File: src/rtl/goertzel_coeff_sequencer_pkg.sv
// Shared definitions for the Goertzel trig-coefficient sequencer:
// default widths, FSM encoding and the fix14 unity constant.
package goertzel_coeff_sequencer_pkg;

  localparam int IDX_BITS_DEF = 5;
  localparam int C_W_DEF      = 16;

  // Sequencer FSM: READY presents a valid pair, FETCH reads the table,
  // LOAD moves the read data onto the output registers.
  typedef enum logic [1:0] {
    ST_READY = 2'd0,
    ST_FETCH = 2'd1,
    ST_LOAD  = 2'd2
  } state_e;

  // 1.0 in signed fix14.
  localparam logic [15:0] FIX14_ONE = 16'h4000;

endpackage

File: src/rtl/goertzel_coeff_sequencer_table.sv
// Simple dual-port coefficient store: one write port and one registered
// read port, both on the rising edge of sys_clk. A read and a write to the
// same address in one cycle return the old contents.
module coeff_table_dp #(
  parameter int IDX_BITS = 5,
  parameter int D_W      = 32
) (
  input  logic                sys_clk,
  input  logic                we_i,
  input  logic [IDX_BITS-1:0] wr_addr_i,
  input  logic [D_W-1:0]      wr_data_i,
  input  logic                rd_en_i,
  input  logic [IDX_BITS-1:0] rd_addr_i,
  output logic [D_W-1:0]      rd_data_o
);

  logic [D_W-1:0] mem_q [2**IDX_BITS];
  logic [D_W-1:0] rd_q;

  // Table write lands at the clock edge.
  always_ff @(posedge sys_clk) begin
    if (we_i) mem_q[wr_addr_i] <= wr_data_i;
  end

  // Registered read, same edge as the write (read-before-write).
  always_ff @(posedge sys_clk) begin
    if (rd_en_i) rd_q <= mem_q[rd_addr_i];
  end

  assign rd_data_o = rd_q;

endmodule

File: src/rtl/goertzel_coeff_sequencer.sv
// Responder side of the Goertzel manager's coefficient handshake. Presents
// the current bin's sin/cos pair, advances one bin per accepted request,
// wraps at num_runs and reports which bin was served.
//
// Handshake: coeff_valid acts as "ready". A request_trig pulse is accepted
// only when coeff_valid=1 (FSM in READY) and num_runs!=0; the pair on
// sin_out/cos_out is the one consumed in that cycle. After an accepted
// request at edge N, coeff_valid is low until the next pair is loaded at
// edge N+2. A request while coeff_valid=0 is not accepted and sets the
// sticky req_err.
module goertzel_coeff_sequencer
  import goertzel_coeff_sequencer_pkg::*;
#(
  parameter int IDX_BITS = IDX_BITS_DEF,
  parameter int C_W      = C_W_DEF
) (
  input  logic                  sys_clk,
  input  logic                  rst,
  input  logic                  request_trig,
  input  logic [IDX_BITS-1:0]   num_runs,
  input  logic                  sweep_restart,
  input  logic                  cfg_we,
  input  logic [IDX_BITS-1:0]   cfg_addr,
  input  logic [C_W-1:0]        cfg_sin,
  input  logic [C_W-1:0]        cfg_cos,
  output logic signed [C_W-1:0] sin_out,
  output logic signed [C_W-1:0] cos_out,
  output logic                  coeff_valid,
  output logic [IDX_BITS-1:0]   served_bin,
  output logic                  sweep_done,
  output logic                  req_err,
  output state_e                dbg_state
);

  state_e                state_q;
  logic [IDX_BITS-1:0]   idx_q;
  logic [IDX_BITS-1:0]   idx_d;
  logic [IDX_BITS:0]     idx_inc;
  logic [C_W-1:0]        sin_q;
  logic [C_W-1:0]        cos_q;
  logic                  valid_q;
  logic [IDX_BITS-1:0]   served_q;
  logic                  done_q;
  logic                  err_q;
  logic [2*C_W-1:0]      rd_data;
  logic                  accept;
  logic                  last_bin;
  logic                  hit_idx;

  coeff_table_dp #(
    .IDX_BITS (IDX_BITS),
    .D_W      (2*C_W)
  ) u_table (
    .sys_clk   (sys_clk),
    .we_i      (cfg_we),
    .wr_addr_i (cfg_addr),
    .wr_data_i ({cfg_sin, cfg_cos}),
    .rd_en_i   (state_q == ST_FETCH),
    .rd_addr_i (idx_q),
    .rd_data_o (rd_data)
  );

  // Wrap test uses the live num_runs; an idx already past it wraps to 0.
  assign idx_inc  = {1'b0, idx_q} + (IDX_BITS+1)'(1);
  assign idx_d    = (idx_inc >= {1'b0, num_runs}) ? '0 : idx_inc[IDX_BITS-1:0];
  assign accept   = request_trig && (num_runs != '0);
  assign last_bin = (idx_q == (num_runs - IDX_BITS'(1)));
  // A config write to the bin being presented/fetched invalidates it.
  assign hit_idx  = cfg_we && (cfg_addr == idx_q);

  // Sequencer FSM with all outputs registered.
  always_ff @(posedge sys_clk) begin
    if (rst) begin
      state_q  <= ST_FETCH;
      idx_q    <= '0;
      sin_q    <= '0;
      cos_q    <= '0;
      valid_q  <= 1'b0;
      served_q <= '0;
      done_q   <= 1'b0;
      err_q    <= 1'b0;
    end else begin
      done_q <= 1'b0;
      if (sweep_restart) begin
        // Restart wins over a same-cycle request, which is silently dropped.
        idx_q   <= '0;
        valid_q <= 1'b0;
        state_q <= ST_FETCH;
      end else begin
        case (state_q)
          ST_READY: begin
            if (accept) begin
              served_q <= idx_q;
              done_q   <= last_bin;
              idx_q    <= idx_d;
              valid_q  <= 1'b0;
              state_q  <= ST_FETCH;
            end else if (hit_idx) begin
              valid_q  <= 1'b0;
              state_q  <= ST_FETCH;
            end
          end
          ST_FETCH: begin
            if (request_trig) err_q <= 1'b1;
            // The read this cycle returns pre-write data; read again.
            state_q <= hit_idx ? ST_FETCH : ST_LOAD;
          end
          ST_LOAD: begin
            if (request_trig) err_q <= 1'b1;
            if (hit_idx) begin
              // rd_data predates this write; never present it.
              state_q <= ST_FETCH;
            end else begin
              sin_q   <= rd_data[2*C_W-1:C_W];
              cos_q   <= rd_data[C_W-1:0];
              valid_q <= 1'b1;
              state_q <= ST_READY;
            end
          end
          default: state_q <= ST_FETCH;
        endcase
      end
    end
  end

  assign sin_out     = sin_q;
  assign cos_out     = cos_q;
  assign coeff_valid = valid_q;
  assign served_bin  = served_q;
  assign sweep_done  = done_q;
  assign req_err     = err_q;
  assign dbg_state   = state_q;

endmodule
File: config.mk
export PLATFORM = sky130hd
export DESIGN_NAME = goertzel_coeff_sequencer
export DESIGN_NICKNAME = d
export VERILOG_FILES = /design/src/rtl/goertzel_coeff_sequencer_pkg.sv /design/src/rtl/goertzel_coeff_sequencer_table.sv /design/src/rtl/goertzel_coeff_sequencer.sv
export SDC_FILE = /design/constraint.sdc
export NUM_CORES = 1
export LEC_CHECK = 0
export CAP_MARGIN = 10
export CELL_PAD_IN_SITES_DETAIL_PLACEMENT = 1
export CELL_PAD_IN_SITES_GLOBAL_PLACEMENT = 1
export CORE_MARGIN = 4
export CORE_UTILIZATION = 32
export CTS_CLUSTER_DIAMETER = 40
export CTS_CLUSTER_SIZE = 16
export DETAILED_ROUTE_END_ITERATION = 12
export PLACE_DENSITY_LB_ADDON = 0.15
export SYNTH_ARGS = -nofsm -noshare
export SYNTH_HDL_FRONTEND = slang
export SYNTH_HIERARCHICAL = 1
export SYNTH_SLANG_ARGS = --single-unit
File: constraint.sdc
create_clock -name sys_clk -period 3.5 [get_ports sys_clk]
set_input_delay 0.525 -clock sys_clk [delete_from_list [all_inputs] [get_ports sys_clk]]
set_output_delay 0.525 -clock sys_clk [all_outputs]
set_load 0.02 [all_outputs]
==> results of run 1 <==
sequential cells by signal, indices dropped and copies added, names as in the netlist:
register	flops
u_table/mem_q	1024
u_table/rd_data_o	32
cos_out	16
sin_out	16
idx_q	5
served_bin	5
dbg_state	2
coeff_valid	1
req_err	1
sweep_done	1
cells by family after synthesis:
logic type      synth area share
xor+xnor                0.002649
buf+inv                  0.02011
simple gates             0.03627
fa+ha+maj               0.003202
compound gates           0.04994
mux                       0.1283
flops                     0.7595
power breakdown:
group | switching (mW) | internal [mW]
Sequential | 0.0716 | 14.7
Combinational | 0.586 | 0.264
Clock | 5.95 | 9.35
Total | 6.61 | 24.3
layer usage:
| layer | track usage | part of all wire | routed length [um] |
|---|---|---|---|
| met1 | 0.2307 | 0.44 | 54210 |
| met2 | 0.3041 | 0.51 | 62630 |
| met3 | 0.02814 | 0.036 | 4507 |
| met4 | 0.04338 | 0.018 | 2214 |
| met5 | 0 | 0 | 0 |
synth_stat cells, types with 33 or more instances:
cell type,count
a22o_1,64
a22oi_1,96
mux2i_1,551
a21oi_1,99
dfxtp_1,47
clkbuf_1,51
a31oi_1,34
buf_4,33
nor3_1,33
nand2_1,105
nand3_1,105
edfxtp_1,1056
nor2_1,76
worst register-to-register path, cell delays in order (launching register included):
cell	delay, ns
dfxtp_4	0.58
buf_12	0.44
buf_4	0.49
mux2i_1	0.29
a22oi_1	0.11
a31oi_1	0.44
nand3_1	0.23
area by class of cell:
class / count / share of cell area
flip-flops and latches: 1103 / 0.6248
multi-input cells: 1227 / 0.1864
clock buffers: 165 / 0.07452
repair buffers: 246 / 0.04845
well taps: 1768 / 0.04232
clock inverters: 109 / 0.02274
inverters: 10 / 0.0007182
diodes: 1 / 0.00004788
worst paths after layout:
kind | cells past startpoint | end | slack (ns)
max | 6 | u_table/rd_data_o[16]$_DFFE_PP_ | 0.62
min | 3 | dbg_state[0]$_SDFFE_PP1P_ | 0.11
max reg2reg | 6 | u_table/rd_data_o[16]$_DFFE_PP_ | 0.62
min reg2reg | 2 | sin_out[11]$_SDFFE_PP0P_ | 0.48
metrics by stage:
step / utilization / instance area [sq um] / total power [mW]
6_report: 0.3916 / 52270 / 30.89
5_1_grt: 0.3916 / 52260 / 31.98
4_1_cts: 0.3916 / 52260 / 31.32
3_5_place_dp: 0.3535 / 47180 / 15.88
3_3_place_gp: 0.3535 / 47180 / 15.85
2_1_floorplan: - / 42990 / 15.32
==> results by group, run 1 <==
Synthesis
  – Sequential fraction of the synthesis area: 0.7595
  – Synth top area share: 0.7376
  – Async SR Flop Fraction: 0
  – #FFs+latches synth: 1,103
  – Mapped Area: 0.04299 sq mm
  – Synth Instances: 2,477
  – Area leader, netlist: edfxtp_1
  – Syn Area/Cell: 17.36 sq um
  – Dominant cells by area after synthesis: edfxtp_1 74%, mux2i_1 13%, dfxtp_1 2.2%
  – Net count after synthesis: 2,535
  – Ys Warns: 6
  – Netlist cell types: 47
  – Number of synthesized flops with an enable pin: 1,056
  – Post-synth top flop: edfxtp_1

Timing
  – Slew HR: 0.4204
  – Max Clock Skew: 0.02692 ns
  – RSZ-0062 raised after global routing: false
  – Max Clk Rate: 347.4 MHz
  – Final worst slack: around 0.62 ns
  – Tightest Pin Transition: roughly 0.87 ns
  – Period minus WS final: 2.879 ns
  – Pins Over Slew Limit: 0
  – Final period util: 0.8224
  – Final Hold Fails: 0
  – Final setup TNS: 0 ns
  – WHS: about 0.11 ns
  – Setup violators final: 0

Clocking
  – Clock slew at reported path FFs: about 0.05 ns
  – CTS Sinks: 1,103
  – TritonCTS Buffers: 150
  – Root Buffer: clkbuf_16
  – Later-pin clock latency in the skew report: 0.76 ns
  – CTS tree: done
  – H-tree Lvls: 4
  – Post-CTS setup repair buffer count: 0
  – Hold buffers post-CTS: 0
  – PostCTS Resize Cnt: 0
  – Clock Path Buffers: 3

Global routing
  – Grt total ovfl: 0
  – First-pass GRT wire length: approximately 180,000 um
  – Largest net degree at the start of global routing: between 60 and 70
  – Antenna violations before repair: 3
  – Number of global-route vias before repair: 24.86k
  – GRT Overall Usage: 0.1755

Setup path
  – Origin of the worst setup path: idx_q[0]$_SDFFE_PP0P_
  – CP Launch Type: flop
  – Reg2Reg Launch Point: idx_q[0]$_SDFFE_PP0P_
  – Critical Path End Type: flop
  – Crit-path max FO: 57
  – Slowest cell on crit path: dfxtp_4
  – Max incr delay on CP: about 0.58 ns
  – Crit path cell chain: buf_12 -> buf_4 -> mux2i_1 -> a22oi_1 -> a31oi_1 -> nand3_1
  – Crit path kind: reg2reg
  – Buf/Inv on CP: 2
  – CP top delay family: buffers and inverters
  – Crit path DAT: 3.32 ns
  – CP Data Required Time: 3.94 ns

Detailed routing
  – Detailed-route DRC error count: 0
  – DRT Wirelength: 123,600 um
  – Via/cell ratio: 4.998
  – Routed len/inst: 26.69 um
  – Via Count: 23.13k
  – Detailed-router iteration count before antenna repair: 5
  – Post-DRT Antenna Nets: 0
  – DRT iter0 DRCs: around 1.6k

Floorplan
  – I/O pin cnt: 89
  – Core area: 0.1335 sq mm
  – Chip width: 374.5 um
  – # rows: 134
  – Area of the die: 0.1403 sq mm
  – Die Ht: 374.5 um
  – Initial Utilization: 0.3221

Layout
  – Area grow syn2layout: 21.58%
  – Final non-filler cell total: around 4.6k
  – Commonest cells after routing, fill and taps aside: 1,056 x edfxtp_1, 551 x mux2i_1, 154 x clkbuf_16
  – Most common cell after layout, fill and taps aside: edfxtp_1
  – FF+latch area: roughly 0.033 sq mm
  – Fillers: 13.15k
  – # nets final: 2,796
  – Fraction of final layout cells sized beyond drive strength 1: 0.1619
  – Multi-input logic area: 0.009743 sq mm

Run
  – Maxcap violations: 0

Worst hold path
  – HP Class: in2reg
  – Hold_sp: rst

Place
  – Post-DP HPWL: about 76,000 um
  – Setup WS pre-CTS: between 0.5 and 0.6 ns
  – IO Port Bufs: 88
  – Placed Cells: 4,354
  – Final Wtd Congestion: 0.7689

Pwr
  – Leak: around 16 nW
  – Pwr/cell area: slightly below 600 mW/mm^2
  – Worst VDD drop: 0.5081 mV

Status
  – Outcome: complete, no violations
Note: power is estimated with default switching activity, not from simulation.
==> run 2: changes to the inputs <==
clock period = 2.8 ns   (was 3.5 ns; I/O delays follow)
==> results by group, run 2 (synthesized netlist as in run 1, its figures left out) <==
Status
  – Outcome: complete, no violations

Clocking
  – Hold buffers post-CTS: 0 (unchanged)
  – Later-pin clock latency in the skew report: 0.78 ns (+0.02 ns)
  – Post-CTS setup repair buffer count: 0 (unchanged)
  – PostCTS Resize Cnt: 0 (unchanged)
  – TritonCTS Buffers: 159 (+6.0%)
  – H-tree Lvls: 4 (unchanged)
  – CTS Sinks: 1,103 (unchanged)
  – CTS tree: done
  – Root Buffer: clkbuf_16
  – Clock Path Buffers: 3 (unchanged)
  – Clock slew at reported path FFs: 0.06 ns (about the same)

Setup path
  – Crit path DAT: 3.25 ns (-0.07 ns)
  – Crit path kind: reg2reg
  – Max incr delay on CP: 0.53 ns (-0.05 ns)
  – Crit path cell chain: buf_4 -> ha_1 -> nand3_1 -> xnor2_1 -> ha_1 -> a21oi_1 -> nand2_1 -> a21oi_1 -> a31oi_1 -> mux2i_1
  – CP Launch Type: flop
  – Crit-path max FO: 6 (-89%)
  – CP Data Required Time: 3.47 ns (-0.47 ns)
  – Buf/Inv on CP: 1 (-1)
  – Critical Path End Type: flop
  – CP top delay family: compound AO/OA/AOI/OAI gates
  – Slowest cell on crit path: dfxtp_1

Floorplan
  – Chip width: 374.5 um (unchanged)
  – Die Ht: 374.5 um (unchanged)
  – I/O pin cnt: 89 (unchanged)
  – Initial Utilization: 0.3221 (unchanged)
  – Area of the die: 0.1403 sq mm (unchanged)
  – # rows: 134 (unchanged)
  – Core area: 0.1335 sq mm (unchanged)

Run
  – Maxcap violations: 0 (unchanged)

Timing
  – RSZ-0062 raised after global routing: false
  – Max Clock Skew: 0.03449 ns (+0.007570 ns)
  – Final period util: 0.9203 (+0.09787)
  – WHS: 0.05307 ns (-0.06066 ns)
  – Period minus WS final: 2.577 ns (-0.3017 ns)
  – Max Clk Rate: 388.1 MHz (+12%)
  – Tightest Pin Transition: 0.8493 ns (-0.02009 ns)
  – Slew HR: 0.4338 (+0.01339)
  – Pins Over Slew Limit: 0 (unchanged)
  – Final Hold Fails: 0 (unchanged)
  – Setup violators final: 0 (unchanged)

Detailed routing
  – Detailed-router iteration count before antenna repair: 5 (unchanged)
  – Post-DRT Antenna Nets: 0 (unchanged)
  – Detailed-route DRC error count: 0 (unchanged)
  – Via Count: 23.53k (+1.7%)
  – DRT Wirelength: 123,700 um (about the same)
  – DRT iter0 DRCs: 1,770 (+13%)
  – Routed len/inst: 26.18 um (-1.9%)
  – Via/cell ratio: 4.983 (-0.30%)

Layout
  – Fraction of final layout cells sized beyond drive strength 1: 0.1870 (+0.02510)
  – Max FFs per register: 1,024 (unchanged)
  – Commonest cells after routing, fill and taps aside: 1,056 x edfxtp_1, 551 x mux2i_1, 163 x clkbuf_16
  – Fillers: 13.06k (-0.67%)
  – Area grow syn2layout: 25.07%
  – Most common cell after layout, fill and taps aside: edfxtp_1
  – Final non-filler cell total: 4,723 (+2.0%)
  – # nets final: 2,874 (+2.8%)
  – Most flop-heavy register: u_table/mem_q

Pwr
  – Leak: 17.05 nW (+4.1%)
  – Clock share of power: 0.506 (+0.010)
  – Reg power frac: 0.464 (-0.013)
  – Sw frac: 0.2175 (+0.003424)
  – Pint: 31.03 mW (+28%)
  – Pwr/cell area: 737.6 mW/mm^2 (+25%)
  – Worst VDD drop: 0.5016 mV (-1.3%)
  – Pwr Total: 39.66 mW (+28%)
  – Combinational share of power: 0.030 (+0.002)
  – Sw power: 8.625 mW (+30%)

Global routing
  – Grt total ovfl: 0 (unchanged)
  – First-pass GRT wire length: 179,800 um (+0.19%)
  – Antenna violations before repair: 7 (+4)
  – Number of global-route vias before repair: 25.27k (+1.6%)
  – GRT Overall Usage: 0.1753 (-0.0002570)
  – Largest net degree at the start of global routing: 65 (+3.2%)

Worst hold path
  – HP Class: in2reg

Place
  – IO Port Bufs: 88 (unchanged)
  – Post-DP HPWL: 78,000 um (+2.9%)
  – Final Wtd Congestion: 0.7798 (+1.4%)
  – Placed Cells: 4,423 (+1.6%)
run 2: cell types whose count changed in the layout (fill, tap and decap cells not counted), moves of 6 or more:
cell	delta
clkbuf_16	+9
clkinv_2	+8
buf_4	+20
clkinv_4	+6
buf_12	+49
run 2: final cells by class:
| cell class | count | area (sq um) | share of cell area |
|---|---|---|---|
| tap | 1768 | 2212 | 0.04114 |
| timing repair buffer | 315 | 3679 | 0.06842 |
| clock buffer | 182 | 4180 | 0.07775 |
| multi-input combinational | 1227 | 9743 | 0.1812 |
| antenna | 3 | 7.507 | 0.0001396 |
| clock inverter | 115 | 1252 | 0.02329 |
| sequential | 1103 | 32660 | 0.6073 |
| inverter | 10 | 37.54 | 0.0006981 |
run 2: power groups by stage:
| stage | clock network, mW | registers [mW] | logic, mW |
|---|---|---|---|
| floorplan | 0 | 18.7 | 0.429 |
| global placement | 0 | 18.7 | 1.18 |
| detailed placement | 0 | 18.7 | 1.21 |
| CTS | 20.6 | 18.4 | 1.21 |
| global route | 21.4 | 18.4 | 1.27 |
| finish | 20.1 | 18.4 | 1.18 |
run 2: stage by stage:
step | util | cell area (sq um) | worst slack [ns] | setup TNS, ns
2_1_floorplan | - | 42990 | -0.05408 | -12.91
3_3_place_gp | 0.3621 | 48330 | 0.2608 | 0
3_5_place_dp | 0.3621 | 48330 | 0.2410 | 0
4_1_cts | 0.4028 | 53760 | 0.2202 | 0
5_1_grt | 0.4028 | 53760 | 0.005992 | 0
6_report | 0.4029 | 53770 | 0.2232 | 0
run 2: path summary, 6_finish.rpt:
check	from	end	slack (ns)	depth (start not counted)
min reg2reg	u_table/rd_data_o[14]$_DFFE_PP_	cos_out[14]$_SDFFE_PP0P_	0.48	2
max	idx_q[1]$_SDFFE_PP0P_	idx_q[2]$_SDFFE_PP0P_	0.22	10
max reg2reg	idx_q[1]$_SDFFE_PP0P_	idx_q[2]$_SDFFE_PP0P_	0.22	10
min	rst	cos_out[9]$_SDFFE_PP0P_	0.05	2
run 2: per-layer routing:
metal / part of all wire / vias up / global-route usage / wire length, um
met1: 0.46 / 12300 / 0.2480 / 57380
met2: 0.46 / 556 / 0.2752 / 57300
met4: 0.020 / 0 / 0.04842 / 2480
met3: 0.053 / 148 / 0.03552 / 6496
met5: 0 / - / 0 / 0
li1: - / 10530 / - / -
==> RTL edit 1 (flow settings as in run 1) <==
Put one more register stage on the output `dbg_state`. The value now appears one clock later. The other outputs are not delayed to match.
--- a/src/rtl/goertzel_coeff_sequencer.sv
+++ b/src/rtl/goertzel_coeff_sequencer.sv
@@ -131,3 +131,5 @@
   assign req_err     = err_q;
-  assign dbg_state   = state_q;
+  always_ff @(posedge sys_clk) begin
+    dbg_state <= state_q;
+  end
 
Function: changed (Yosys sat finds a counterexample within 4 cycles, from zero or initial values and one cycle with rst high).
==> RTL edit 1 against run 1 <==
- synthesized area increased by 0.12%
- sequential cell count increased by 2
- fmax decreased by 2.2%
- via count increased by 1.4%
- routed wire length increased by 0.82%
- first-iteration DRC count decreased by 1.7%
- non-clock buffer count increased by 4
- worst setup slack got worse by 0.063 ns
- power increased by 7.3%
- final area increased by 2.1%
- critical path type unchanged
- largest cell class unchanged
- largest power group unchanged
==> RTL edit 1: results (changes against run 1) <==
CTS
  – CTS Buf Count: 169 (+13%)
  – Clock transition at path regs: 0.05 ns (about the same)
  – Clock Path Buffers: 3 (unchanged)
  – Clock root cell: clkbuf_16
  – H-Tree Depth: 4 (unchanged)
  – Post-CTS sizing: 0 (unchanged)
  – Clk_lat worst skew: 0.79 ns (+0.03 ns)

GRT
  – Total GRT Usage: 0.177 (+0.00169)
  – Met1 Use GR: 0.230 (-0.000457)
  – Largest net degree at the start of global routing: 53 (-16%)
  – GRT met2 Usage: 0.305 (+0.00103)
  – Number of global-route vias before repair: 25.8k (+3.9%)
  – Initial antenna violation count: 1 (-2)
  – Met3 usage: 0.0295 (+0.00137)
  – First-pass GRT wire length: 181000 µm (+1.1%)

Yosys
  – Syn nets: 2535 (unchanged)
  – Area contributors post-synth: edfxtp_1 74%, mux2i_1 13%, dfxtp_1 2.3%
  – Asr flop ratio synth: 0 (unchanged)
  – Post-synth EDFFs: 1056 (unchanged)
  – Post-synth top cells: 1056 x edfxtp_1, 551 x mux2i_1, 103 x nand2_1, 103 x nand3_1, 99 x a21oi_1
  – Synth warn: 6 (unchanged)
  – Post-synthesis cell type count: 47 (unchanged)
  – Top FF cell, synth: edfxtp_1
  – Post-synthesis sequential area ratio: 0.760 (about the same)
  – Syn Area/Cell: 17.4 µm² (+0.12%)

Hold path
  – Class of the worst hold path: in2reg

Timing
  – Fin. Hold Viols: 0 (unchanged)
  – Worst clock skew: 0.0425 ns (+0.0156 ns)
  – Setup violators final: 0 (unchanged)
  – Total Neg Setup Slack: 0 ns (unchanged)
  – Worst-Margin Slew: 1.04 ns (+0.167 ns)

Routing
  – First-pass DRT Iterations: 7 (+2)
  – Vias per cell: 5.02 (+0.43%)
  – Post-detailed-route DRC marker count: 0 (unchanged)
  – Starting DRT DRC Count: 1542 (-1.7%)
  – Wirelength per Cell: 26.7 µm (-0.15%)

Layout
  – Largest register FFs: 1024 (unchanged)
  – N_diodes: 0 (-1)
  – NumNets Final: 2819 (+0.82%)
  – Final std cells w/o fill: 4674 (+0.97%)
  – Largest Register: u_table/mem_q
  – Layout cells sized above 1: 0.175 (+0.0133)
  – Most common cell after layout, fill and taps aside: edfxtp_1

Power and ir drop
  – Lkg Pwr: 16.8 nW (+2.7%)
  – Maximum VDD drop: 469 µV (-7.8%)

Outcome
  – Status: finished clean

Place
  – Port bufs: 88 (unchanged)
  – DP Wirelength: 73800 µm (-2.7%)
  – Placed Cells: 4355 (+0.023%)
  – Routability cong.: 0.749 (-2.6%)

Setup path
  – Critical path arrival: 3.48 ns (+0.16 ns)
  – Worst Path Max Fanout: 28 (-51%)
## RTL edit 1: cell types whose count changed in the layout (fill, tap and decap cells not counted), moves of 3 or more
| cell | delta |
|---|---|
| buf_2 | -4 |
| inv_16 | +3 |
| clkbuf_1 | +4 |
| clkinv_8 | -3 |
| bufinv_16 | +9 |
| inv_6 | -4 |
| buf_4 | -3 |
| clkinv_1 | -6 |
| clkdlybuf4s50_1 | +4 |
| buf_12 | +4 |
| clkbuf_16 | +19 |
| clkinvlp_4 | +13 |
| clkinv_4 | +5 |
## RTL edit 1: logic make-up (layout without fill, tap and decap cells)
family / count (synthesis) / after routing / synth area share
buffers and inverters: 147 / 576 / 0.0201
DFF: 1105 / 1105 / 0.760
and+or+nand+nor: 342 / 342 / 0.0363
adders and majority gates: 11 / 11 / 0.00320
muxes: 551 / 551 / 0.128
AOI/OAI and AO/OA: 309 / 309 / 0.0503
xor gates and xnor gates: 12 / 12 / 0.00244
## RTL edit 1: repair_timing
| item | 4_1_cts | 5_1_grt |
|---|---|---|
| buffers inserted | 0 | 0 |
| hold buffers | 1 | 0 |
| hold endpoints to repair | 1 | 0 |
## RTL edit 1: worst max-delay path, stage by stage, from the launching register on
cell,delay (ns)
dfxtp_1,0.70
nor2b_4,0.30
buf_12,0.26
buf_4,0.28
a22o_1,0.21
nor3_1,0.06
a31oi_1,0.41
buf_4,0.24
nand3_1,0.08
buf_4,0.14
## RTL edit 1: through the flow
stage	worst slack, ns	area, µm²
after floorplan	0.541	43000
after global placement	0.500	47300
after detailed placement	0.455	47300
after CTS	0.452	53300
after global routing	0.364	53300
final	0.558	53300
## RTL edit 1: layout make-up
type,count,area (µm²)
Timing Repair Buffer,250,2670
Clock inverter,129,1610
Clock buffer,187,4360
Multi-Input combinational cell,1225,9750
Sequential cell,1105,32700
Fill cell,13113,80100
Inverter,10,37.5
Tap cell,1768,2210
## RTL edit 1: power by group
group,internal (mW),switching [mW]
registers,14.7,0.0699
logic,0.282,0.577
clock network,11.0,6.50
total,26.0,7.15
## RTL edit 1: path summary, 6_finish.rpt
check                                  from               endpoint  slack (ns)  cells after the start
worst max-delay path               idx_q[2]  u_table/rd_data_o[12]        0.56                      9
worst max register to register     idx_q[2]  u_table/rd_data_o[12]        0.56                      9
worst min register to register   state_q[0]           dbg_state[0]        0.38                      0
worst min-delay path            cfg_cos[10]  u_table/mem_q[19][10]        0.35                      1
## RTL edit 1: routing by layer
layer	wire length [µm]	share of wire
met5	0	0
met4	2910	0.023
met3	4100	0.033
met2	62900	0.50
met1	54700	0.44
==> RTL edit 2 (flow settings as in run 1) <==
Without the edit above. Set the package constant `C_W_DEF` to 32 (it was 16).
--- a/src/rtl/goertzel_coeff_sequencer_pkg.sv
+++ b/src/rtl/goertzel_coeff_sequencer_pkg.sv
@@ -5,3 +5,3 @@
   localparam int IDX_BITS_DEF = 5;
-  localparam int C_W_DEF      = 16;
+  localparam int C_W_DEF      = 32;
 
Ports: changed (resized cfg_cos, cfg_sin, cos_out and sin_out); port bits go from 89 to 153. The function was not compared with the original's and may differ.
==> RTL edit 2 against run 1 <==
- synthesized area up 93%
- non-clock buffer count up 145
- sequential cell count up 1088
- global-route usage up 0.37 points
- routed wire length up 94%
- power up 120%
- count of clock-buffer cells in the layout up 237
- clock skew up 0.010 ns
- critical endpoint is now idx_q[0]
- worst setup slack worse by 0.037 ns
- cell count up 68%
- final area up 99%
==> RTL edit 2: results (changes against run 1) <==
Yosys
  – Post-synthesis sequential area ratio: 0.785 (+0.0250)
  – Mux share of post-synthesis cell area: 0.179 (+0.0508)
  – Post-synth top cells: 2112 x edfxtp_1, 602 x mux4_2, 138 x nand2_1
  – Area contributors post-synth: edfxtp_1 77%, mux4_2 16%, dfxtp_1 1.9%
  – Post-synthesis compound-gate area fraction: 0.0105 (-0.0394)
  – Post-synthesis cell type count: 53 (+13%)
  – Post-synth EDFFs: 2112 (+100%)
  – Synth Area in XOR/XNOR: 0.00137 (-0.00127)
  – Adder-cell area share of the yosys netlist: 0.00166 (-0.00154)
  – Syn nets: 3580 (+41%)
  – Syn Area/Cell: 23.7 µm² (+37%)

Layout
  – Final std cells w/o fill: 7772 (+68%)
  – NumNets Final: 4165 (+49%)
  – Largest Register: u_table/mem_q
  – Largest register FFs: 2048 (+100%)
  – FILL cells: 23.8k (+81%)
  – Layout cells sized above 1: 0.363 (+0.201)

GRT
  – Number of global-route vias before repair: 43.0k (+73%)
  – Largest net degree at the start of global routing: 70 (+11%)
  – Total GRT Usage: 0.179 (+0.00371)
  – Initial antenna violation count: 19 (+16)

CTS
  – Clock Path Buffers: 4 (+1)
  – CTS Buf Count: 372 (+150%)
  – Clk_lat worst skew: 0.86 ns (+0.10 ns)
  – H-Tree Depth: 5 (+1)

Routing
  – Vias per cell: 5.10 (+2.0%)
  – Wirelength per Cell: 30.9 µm (+16%)
  – Starting DRT DRC Count: 3312 (+110%)

Setup path
  – Slowest Stage Delay on Critical Path: 0.53 ns (-0.05 ns)
  – Family with the most delay on the worst path: compound AO/OA/AOI/OAI gates
  – Worst r2r dst: idx_q[0]

Timing
  – Worst clock skew: 0.0373 ns (+0.0104 ns)
  – Worst-Margin Slew: 1.18 ns (+0.314 ns)

Power and ir drop
  – Lkg Pwr: 32.1 nW (+96%)
  – Maximum VDD drop: 472 µV (-7.2%)

Hold path
  – Hold EP: served_bin[4]

Place
  – Port bufs: 152 (+73%)
  – Placed Cells: 7079 (+63%)
  – DP Wirelength: 134000 µm (+76%)
  – Routability cong.: 0.712 (-7.4%)

Outcome
  – Status: finished clean
==> RTL edit 2: cells by family after synthesis <==
kind of cell / Yosys count
compound gates: 136
xor+xnor: 13
mux: 721
fa+ha+maj: 11
simple gates: 227
buf+inv: 191
flops: 2191
==> RTL edit 2: worst register-to-register path: cells and delay by family, from the launching register on <==
kind,cells,cell delay [ns]
AOI/OAI and AO/OA,3,0.73
adders and majority gates,2,0.57
and+or+nand+nor,3,0.29
DFF,1,0.53
buffers and inverters,2,0.48
xor gates and xnor gates,1,0.23
==> RTL edit 2: final cells by class <==
class	count	area [µm²]	area share
flip-flops and latches	2191	65000	0.625
multi-input cells	1108	17200	0.165
clock buffers	402	9500	0.0914
repair buffers	391	4740	0.0456
well taps	3384	4230	0.0407
clock inverters	281	3220	0.0310
inverters	11	41.3	0.000397
diodes	4	10.0	0.0000963
==> RTL edit 2: metrics by stage <==
stage	setup TNS [ns]	util	area, µm²	hold slack, ns
5_1_grt	0	0.404	104000	0.137
6_report	0	0.404	104000	0.110
4_1_cts	0	0.404	104000	0.0896
3_5_place_dp	0	0.354	91100	0.447
2_1_floorplan	-1106.44	-	82900	0.471
3_3_place_gp	0	0.354	91100	0.442
==> RTL edit 2: worst max-delay path by stage <==
stage,startpoint,depth (start not counted),slack (ns),endpoint
after floorplan,cfg_addr[1],3,-0.85,u_table/mem_q[12][0]
after global placement,cfg_addr[4],4,0.33,u_table/mem_q[26][17]
after detailed placement,cfg_addr[4],4,0.32,u_table/mem_q[26][8]
after CTS,idx_q[0],9,0.55,idx_q[0]
after global routing,idx_q[0],11,0.34,idx_q[0]
final,idx_q[0],11,0.58,idx_q[0]
==> RTL edit 2: metal layers <==
layer | share of wire | global-route usage | up-vias
met5 | 0.000029 | 0 | -
met3 | 0.046 | 0.0298 | 373
met1 | 0.44 | 0.247 | 21945
met2 | 0.49 | 0.295 | 1057
li1 | - | - | 16247
met4 | 0.025 | 0.0485 | 2
==> RTL edit 2: where the power goes <==
| group | total [mW] | internal [mW] | switching (mW) |
|---|---|---|---|
| Combinational | 1.42 | 0.498 | 0.925 |
| Sequential | 29.3 | 29.2 | 0.145 |
| Clock | 36.8 | 23.5 | 13.4 |
| Total | 67.6 | 53.2 | 14.4 |
